`config.mk`:
```
export PLATFORM = sky130hd
export DESIGN_NAME = sync_gray_ptr
export DESIGN_NICKNAME = d
export VERILOG_FILES = /design/src/rtl/sync_pkg.sv /design/src/rtl/sync_chain.sv /design/src/rtl/sync_gray_ptr.sv
export SDC_FILE = /design/constraint.sdc
export NUM_CORES = 1
export LEC_CHECK = 0
export ABC_CLOCK_PERIOD_IN_PS = 4000
export CORE_UTILIZATION = 63
export CTS_BUF_LIST = sky130_fd_sc_hd__clkbuf_4 sky130_fd_sc_hd__clkbuf_8 sky130_fd_sc_hd__clkbuf_16
export DETAILED_ROUTE_END_ITERATION = 16
export DONT_BUFFER_PORTS = 1
export PLACE_DENSITY = 0.79
export RECOVER_POWER = 100
export SYNTH_ARGS = -nofsm -noshare
export SYNTH_HDL_FRONTEND = slang
export SYNTH_SLANG_ARGS = --single-unit
```
`constraint.sdc`:
```
create_clock -name rclk -period 4 [get_ports rclk]
set_input_delay 0.8 -clock rclk [delete_from_list [all_inputs] [get_ports rclk]]
set_output_delay 0.8 -clock rclk [all_outputs]
set_load 0.01 [all_outputs]
```
`src/rtl/sync_pkg.sv`:
```
// Shared helpers for Gray-coded pointer synchronisation in the async FIFO.
package sync_pkg;

  localparam int unsigned SYNC_STAGES_MIN = 2;
  // Widest pointer the helpers handle; narrower pointers are zero-extended.
  localparam int unsigned PTR_MAX_W       = 64;

  typedef logic [PTR_MAX_W-1:0] ptr_max_t;

  // Gray to binary: each binary bit is the XOR of all Gray bits at and above it.
  // Zero-extension leaves the low bits of the result unaffected.
  function automatic ptr_max_t gray2bin(input ptr_max_t g);
    ptr_max_t b;
    b[PTR_MAX_W-1] = g[PTR_MAX_W-1];
    for (int i = PTR_MAX_W - 2; i >= 0; i--) begin
      b[i] = b[i+1] ^ g[i];
    end
    return b;
  endfunction

  // Binary to Gray, shared with the pointer generators.
  function automatic ptr_max_t bin2gray(input ptr_max_t b);
    return b ^ (b >> 1);
  endfunction

endpackage

```
`src/rtl/sync_chain.sv`:
```
// Parametrised N-stage synchroniser flop chain, usable for single- or multi-bit data.
module sync_chain
  import sync_pkg::*;
#(
  parameter int unsigned WIDTH  = 1,
  parameter int unsigned STAGES = 2
) (
  input  logic             clk,
  input  logic             rst,
  input  logic [WIDTH-1:0] d,
  output logic [WIDTH-1:0] q
);

  if (STAGES < SYNC_STAGES_MIN) begin : g_stages_chk
    $error("sync_chain: STAGES must be at least %0d", SYNC_STAGES_MIN);
  end

  logic [WIDTH-1:0] stage [STAGES];

  // Plain flop-to-flop chain with no logic between stages.
  always_ff @(posedge clk) begin
    if (rst) begin
      for (int i = 0; i < int'(STAGES); i++) begin
        stage[i] <= '0;
      end
    end else begin
      stage[0] <= d;
      for (int i = 1; i < int'(STAGES); i++) begin
        stage[i] <= stage[i-1];
      end
    end
  end

  assign q = stage[STAGES-1];

endmodule

```
`src/rtl/sync_gray_ptr.sv`:
```
// Gray pointer synchroniser with registered binary decode, advance delta and
// warm-up valid. Optional Gray-violation check enabled by SYNC_GRAY_CHECK_EN.
module sync_gray_ptr
  import sync_pkg::*;
#(
  parameter int unsigned PTR_WIDTH   = 8,
  parameter int unsigned SYNC_STAGES = 2
) (
  input  logic                 rclk,
  input  logic                 rrst,
  input  logic [PTR_WIDTH-1:0] gptr_in,
  output logic [PTR_WIDTH-1:0] rq_gray,
  output logic [PTR_WIDTH-1:0] rq_bin,
  output logic [PTR_WIDTH-1:0] rq_delta,
  output logic                 rq_valid,
  output logic                 rq_err
);

  localparam int unsigned WARM_MAX = SYNC_STAGES + 1;
  localparam int unsigned WARM_W   = $clog2(SYNC_STAGES + 2);

  if (PTR_WIDTH < 2 || PTR_WIDTH > PTR_MAX_W) begin : g_width_chk
    $error("sync_gray_ptr: PTR_WIDTH must be in 2..%0d", PTR_MAX_W);
  end

  logic [PTR_WIDTH-1:0] bin_next;
  logic [PTR_WIDTH-1:0] delta_next;
  logic [WARM_W-1:0]    warm_cnt;

  // Foreign-domain pointer capture.
  sync_chain #(
    .WIDTH  (PTR_WIDTH),
    .STAGES (SYNC_STAGES)
  ) u_chain (
    .clk (rclk),
    .rst (rrst),
    .d   (gptr_in),
    .q   (rq_gray)
  );

  // rq_bin still holds the previous decode, so it serves as the delta reference.
  assign bin_next   = PTR_WIDTH'(gray2bin(PTR_MAX_W'(rq_gray)));
  assign delta_next = bin_next - rq_bin;

  // Warm-up counter saturating once the chain and decode stage are flushed.
  always_ff @(posedge rclk) begin
    if (rrst) begin
      warm_cnt <= '0;
      rq_valid <= 1'b0;
    end else begin
      if (warm_cnt != WARM_W'(WARM_MAX)) begin
        warm_cnt <= warm_cnt + WARM_W'(1);
      end
      rq_valid <= (warm_cnt >= WARM_W'(SYNC_STAGES));
    end
  end

  // Decode and delta; delta is suppressed until rq_bin holds a real sample.
  always_ff @(posedge rclk) begin
    if (rrst) begin
      rq_bin   <= '0;
      rq_delta <= '0;
    end else begin
      rq_bin   <= bin_next;
      rq_delta <= rq_valid ? delta_next : '0;
    end
  end

`ifdef SYNC_GRAY_CHECK_EN
  logic [PTR_WIDTH-1:0] gray_prev;
  logic                 multi_hop;

  // The previous rq_gray is recovered from rq_bin rather than stored again.
  assign gray_prev = PTR_WIDTH'(bin2gray(PTR_MAX_W'(rq_bin)));
  assign multi_hop = ($countones(rq_gray ^ gray_prev) > 1);

  // One-cycle pulse when more than one Gray bit moved in a cycle.
  always_ff @(posedge rclk) begin
    if (rrst) begin
      rq_err <= 1'b0;
    end else begin
      rq_err <= rq_valid && multi_hop;
    end
  end

`ifndef SYNTHESIS
  // Simulation-only report of the same violation.
  always @(posedge rclk) begin
    if (!rrst && rq_valid && multi_hop) begin
      $error("sync_gray_ptr: Gray violation, rq_gray=%h prev=%h", rq_gray, gray_prev);
    end
  end
`endif
`else
  assign rq_err = 1'b0;
`endif

endmodule

```
Word level (Yosys, flattened, before mapping). Memories as Yosys holds them, arrays and structs flattened. Index checks and enable logic that the tools add are counted.

Flip-flop bits (word level): 19. RAM bits: 16. Input bits: 10. Output and inout bits: 26. Word-level logic and storage cells: 25. Memories kept: 1.

Add/subtract/negate cells: 2. Order comparisons: 1. Equality and inequality tests: 1. Multiplexer cells: 5. Bitwise operators: 10. Reductions and logical operators: 1.

Memory list: u_chain.stage (words 2, bits a word 8, read ports 2, clocked after memory_dff 0, wr ports 2, RTL line sync_chain.sv:18) `logic [WIDTH-1:0] stage [STAGES];`.

Operators with widths (count): 8-bit 2-to-1 mux (2); 8-bit subtractor (1); 1-bit bitwise XOR (7); 1-bit 2-to-1 mux (3); 2-bit by 1-bit adder with 2-bit output, second input constant (1); 2-bit >= comparator, second input constant (1); 2-bit != test, second input constant (1); 1-bit bitwise OR (2); 2-bit OR reduction (1); 1-bit inverter (1).

Depth between registers and ports, before layout. An unclocked memory read counts as a cell.

Depth after elaboration: 9. Gate-level depth with buffers: 11. Gate-level depth less buffers: 11.

Hierarchy. From an unflattened synthesis, not the netlist that was laid out.

Cell total of the unflattened synthesis: 153. Area, all modules: 1554.0 sq um.

By module, submodules not included: sync_gray_ptr (instances 1, cells each 112, area an instance 1029.7 sq um, sequential area each 380.4 sq um); sync_chain (instances 1, cells each 41, area an instance 524.3 sq um, sequential area each 320.3 sq um).

Worst setup path after synthesis. No wires, ideal clock.

Path kind: register to register. From: memory u_chain.stage[0][15] in the netlist's numbering. To: register rq_delta[7]. Library setup time: 128 ps. Data arrival time: 2460 ps. Required time: 3872 ps. Setup slack: 1413 ps. Stages on the path, launching flop included: 12. Path buffers: 0. Clock period less this slack: 2587 ps. Cells stage by stage: dfxtp_1 -> xor2_4 -> xnor2_4 -> xor2_2 -> xnor2_2 -> inv_1 -> ha_1 -> nor2b_1 -> o31a_1 -> o32ai_1 -> xnor2_1 -> nor2_1.

RTL lines: start, declared (RTL line sync_chain.sv:18); end signal, assigned (RTL line sync_gray_ptr.sv:65) `rq_delta <= rq_valid ? delta_next : '0;`; end, declared (RTL line sync_gray_ptr.sv:14) `output logic [PTR_WIDTH-1:0] rq_delta,`.

==> out/qor.csv <==
metric,value,unit
worstPathArrival,3.31,ns
drtIter0Drc,8,
n_antenna_cell,0,
slew_headroom,0.6123,
synth_seq_cells,35,
gp_congestion,0.7996,
worst_hold_path_type,reg2reg,
initial_utilization,0.6739,
drive_above_1_share,0.07143,
dieArea,0.002589,mm²
worstSkewPairLatency,0.34,ns
p_sw_frac,0.3179,
critical_path_class,reg2reg,
place_hpwl,1.614,mm
seq_area,700.7,µm²
areaGrowthSynthToFinish,-2.078,%
status,"complete, no violations",
multi_input_area,639.4,µm²
clockBufferDepth,2,
grt_overflow,0,
cts_made_buffers,5,
via_count,890,
portBuffers,0,
grt_max_degree,29,
synth_most_common_cell,dfxtp_1,
fmax,324.1,MHz
fin_nets,159,
cpLargestDelayFamily,XOR/XNOR gates,
cts_sinks,35,
vdd_drop_max,0.3452,mV
ys_seq_area_frac,0.4655,
p_seq_frac,0.528,
hold_violations,0,
min_period,3.085,ns
synth_edf_count,0,
final_cell_area,0.001474,mm²
p_leak,0.6159,nW
path_common_cell,xnor2_1,
routed_wl,2.161,mm
boundaryPins,36,
tightest_slew,0.5773,ns
wl_per_cell,12.86,µm
comb_power_share,0.227,
htree_levels,2,
cp_max_fo,5,
drv_cap,0,
grt.total_usage,0.1931,
ys.flop_type,dfxtp_1,
die_x,50.88,µm
synthArstFlopShare,0,
cts_tree,done,
hold_ws,0.4447,ns
fp-row-count,17,
cts_resized,0,
antenna_found_initial,0,
hold_buffers,0,
viasPerCell,5.298,
power.density,525.6,mW/mm²
yosys-top-cells-area,"dfxtp_1, nor2b_1, ha_1, buf_4, xor2_1",
crit_path_end_kind,flip-flop,
cts_root_buf,clkbuf_4,
die_y,50.88,µm
grt_pass1_wl,3.539,mm
fin_skew,0.008575,ns
crit_path_start_kind,flip-flop,
slowest_stage,xnor2_1,
drtPass1Iterations,5,
synth_top_area_cell,dfxtp_1,
finalSetupTns,0,ns
ys_types,30,
place_area,0.001461,mm²
synthesis.area,0.001505,mm²
synth_cells,144,
p_switching,0.2463,mW
core,0.002233,mm²
clk_pin_slew,0.11,ns
p_clk_frac,0.245,
synth.top_cells.by_count,"dfxtp_1, nor2b_1, inv_1, nor2_1",
first_global_vias,845,
ys_warn_count,0,
cp_num_buf_inv,1,
drc,0,
cp.required,4.23,ns
avgSynthCellArea,10.45,µm²
finalSetupViolCount,0,
yosysTopAreaCellShare,0.4655,
syn_nets,164,
cp_cell_sequence,"xor2_1, xnor2_1, xor2_2, xnor2_1, inv_1, ha_1, nor2b_1, o31a_1, o32ai_1, xnor2_1, nor2_1",
post_cts_buffers,0,
internal_power,0.5284,mW
grt_setup_unrepaired,false,
finalCritPeriodShare,0.7713,
finalMaxSlewViolations,0,
fillers,199,
detail-route-antenna-nets,0,
max_stage_delay,0.53,ns
[registers in the layout, summed over array words and instances (netlist names)]
signal,cells
u_chain.stage,16
rq_valid,1
rq_bin,8
warm_cnt,2
rq_delta,8
[stage by stage]
| stage | utilization | setup WS, ns | power, mW | std cells |
|---|---|---|---|---|
| global route | 0.6599 | 0.6354 | 0.8256 | 168 |
| detailed placement | 0.6543 | 1.168 | 0.6013 | 160 |
| finish | 0.6599 | 0.9148 | 0.7746 | 168 |
| global placement | 0.6543 | 1.274 | 0.5896 | 160 |
| CTS | 0.6801 | 1.148 | 0.7933 | 168 |
| floorplan | - | 1.413 | 0.5741 | 144 |
[layout by cell type, fill, tap and decap left out, drive strengths merged, types with 2 or more instances in the layout]
cell	count
nor2	11
ha	9
clkinvlp	2
dfxtp	35
nor3	4
o21a	3
nor4b	2
nor2b	25
a21oi	3
xor2	7
inv	11
clkbuf	5
o21ai	3
xnor2	7
[cell type report]
type                    count  share of cell area
multi-input cells          86              0.4338
inverters                  11             0.02801
clock inverters             3             0.01358
well taps                  28             0.02377
clock buffers               5             0.02547
flip-flops and latches     35              0.4754
[kinds of logic (layout without fill, tap and decap cells)]
| kind of cell | Yosys count | after routing | share of synthesized area |
|---|---|---|---|
| muxes | 1 | 1 | 0.006650 |
| buffers and inverters | 23 | 19 | 0.07980 |
| DFF | 35 | 35 | 0.4655 |
| AOI/OAI and AO/OA | 14 | 14 | 0.06234 |
| other | 1 | 1 | 0.002491 |
| adders and majority gates | 10 | 10 | 0.08811 |
| xor gates and xnor gates | 14 | 14 | 0.1214 |
| and+or+nand+nor | 46 | 46 | 0.1737 |
[power by group through the flow]
stage	clock [mW]	sequential (mW)	combinational [mW]
global route	0.210	0.414	0.201
CTS	0.198	0.411	0.184
global placement	0	0.418	0.172
detailed placement	0	0.420	0.182
finish	0.189	0.409	0.176
floorplan	0	0.412	0.162
[layer usage]
layer,routed length (µm),share of wire,vias up,track usage
met4,27,0.012,0,0.1019
met1,829,0.38,419,0.1811
met3,144,0.067,2,0.08929
met2,1160,0.54,32,0.3467
met5,0,0,-,0
li1,-,-,437,-
[final timing paths]
kind / startpoint / to / slack [ns] / cells after the start
setup reg to reg: u_chain.stage[0][15]$_SDFF_PP0_ / rq_delta[7]$_SDFF_PP0_ / 0.91 / 11
hold / removal: u_chain.stage[0][0]$_SDFF_PP0_ / u_chain.stage[0][8]$_SDFF_PP0_ / 0.44 / 1
hold reg to reg: u_chain.stage[0][0]$_SDFF_PP0_ / u_chain.stage[0][8]$_SDFF_PP0_ / 0.44 / 1
setup / recovery: u_chain.stage[0][15]$_SDFF_PP0_ / rq_delta[7]$_SDFF_PP0_ / 0.91 / 11
Power figures use the tool's default switching activity.
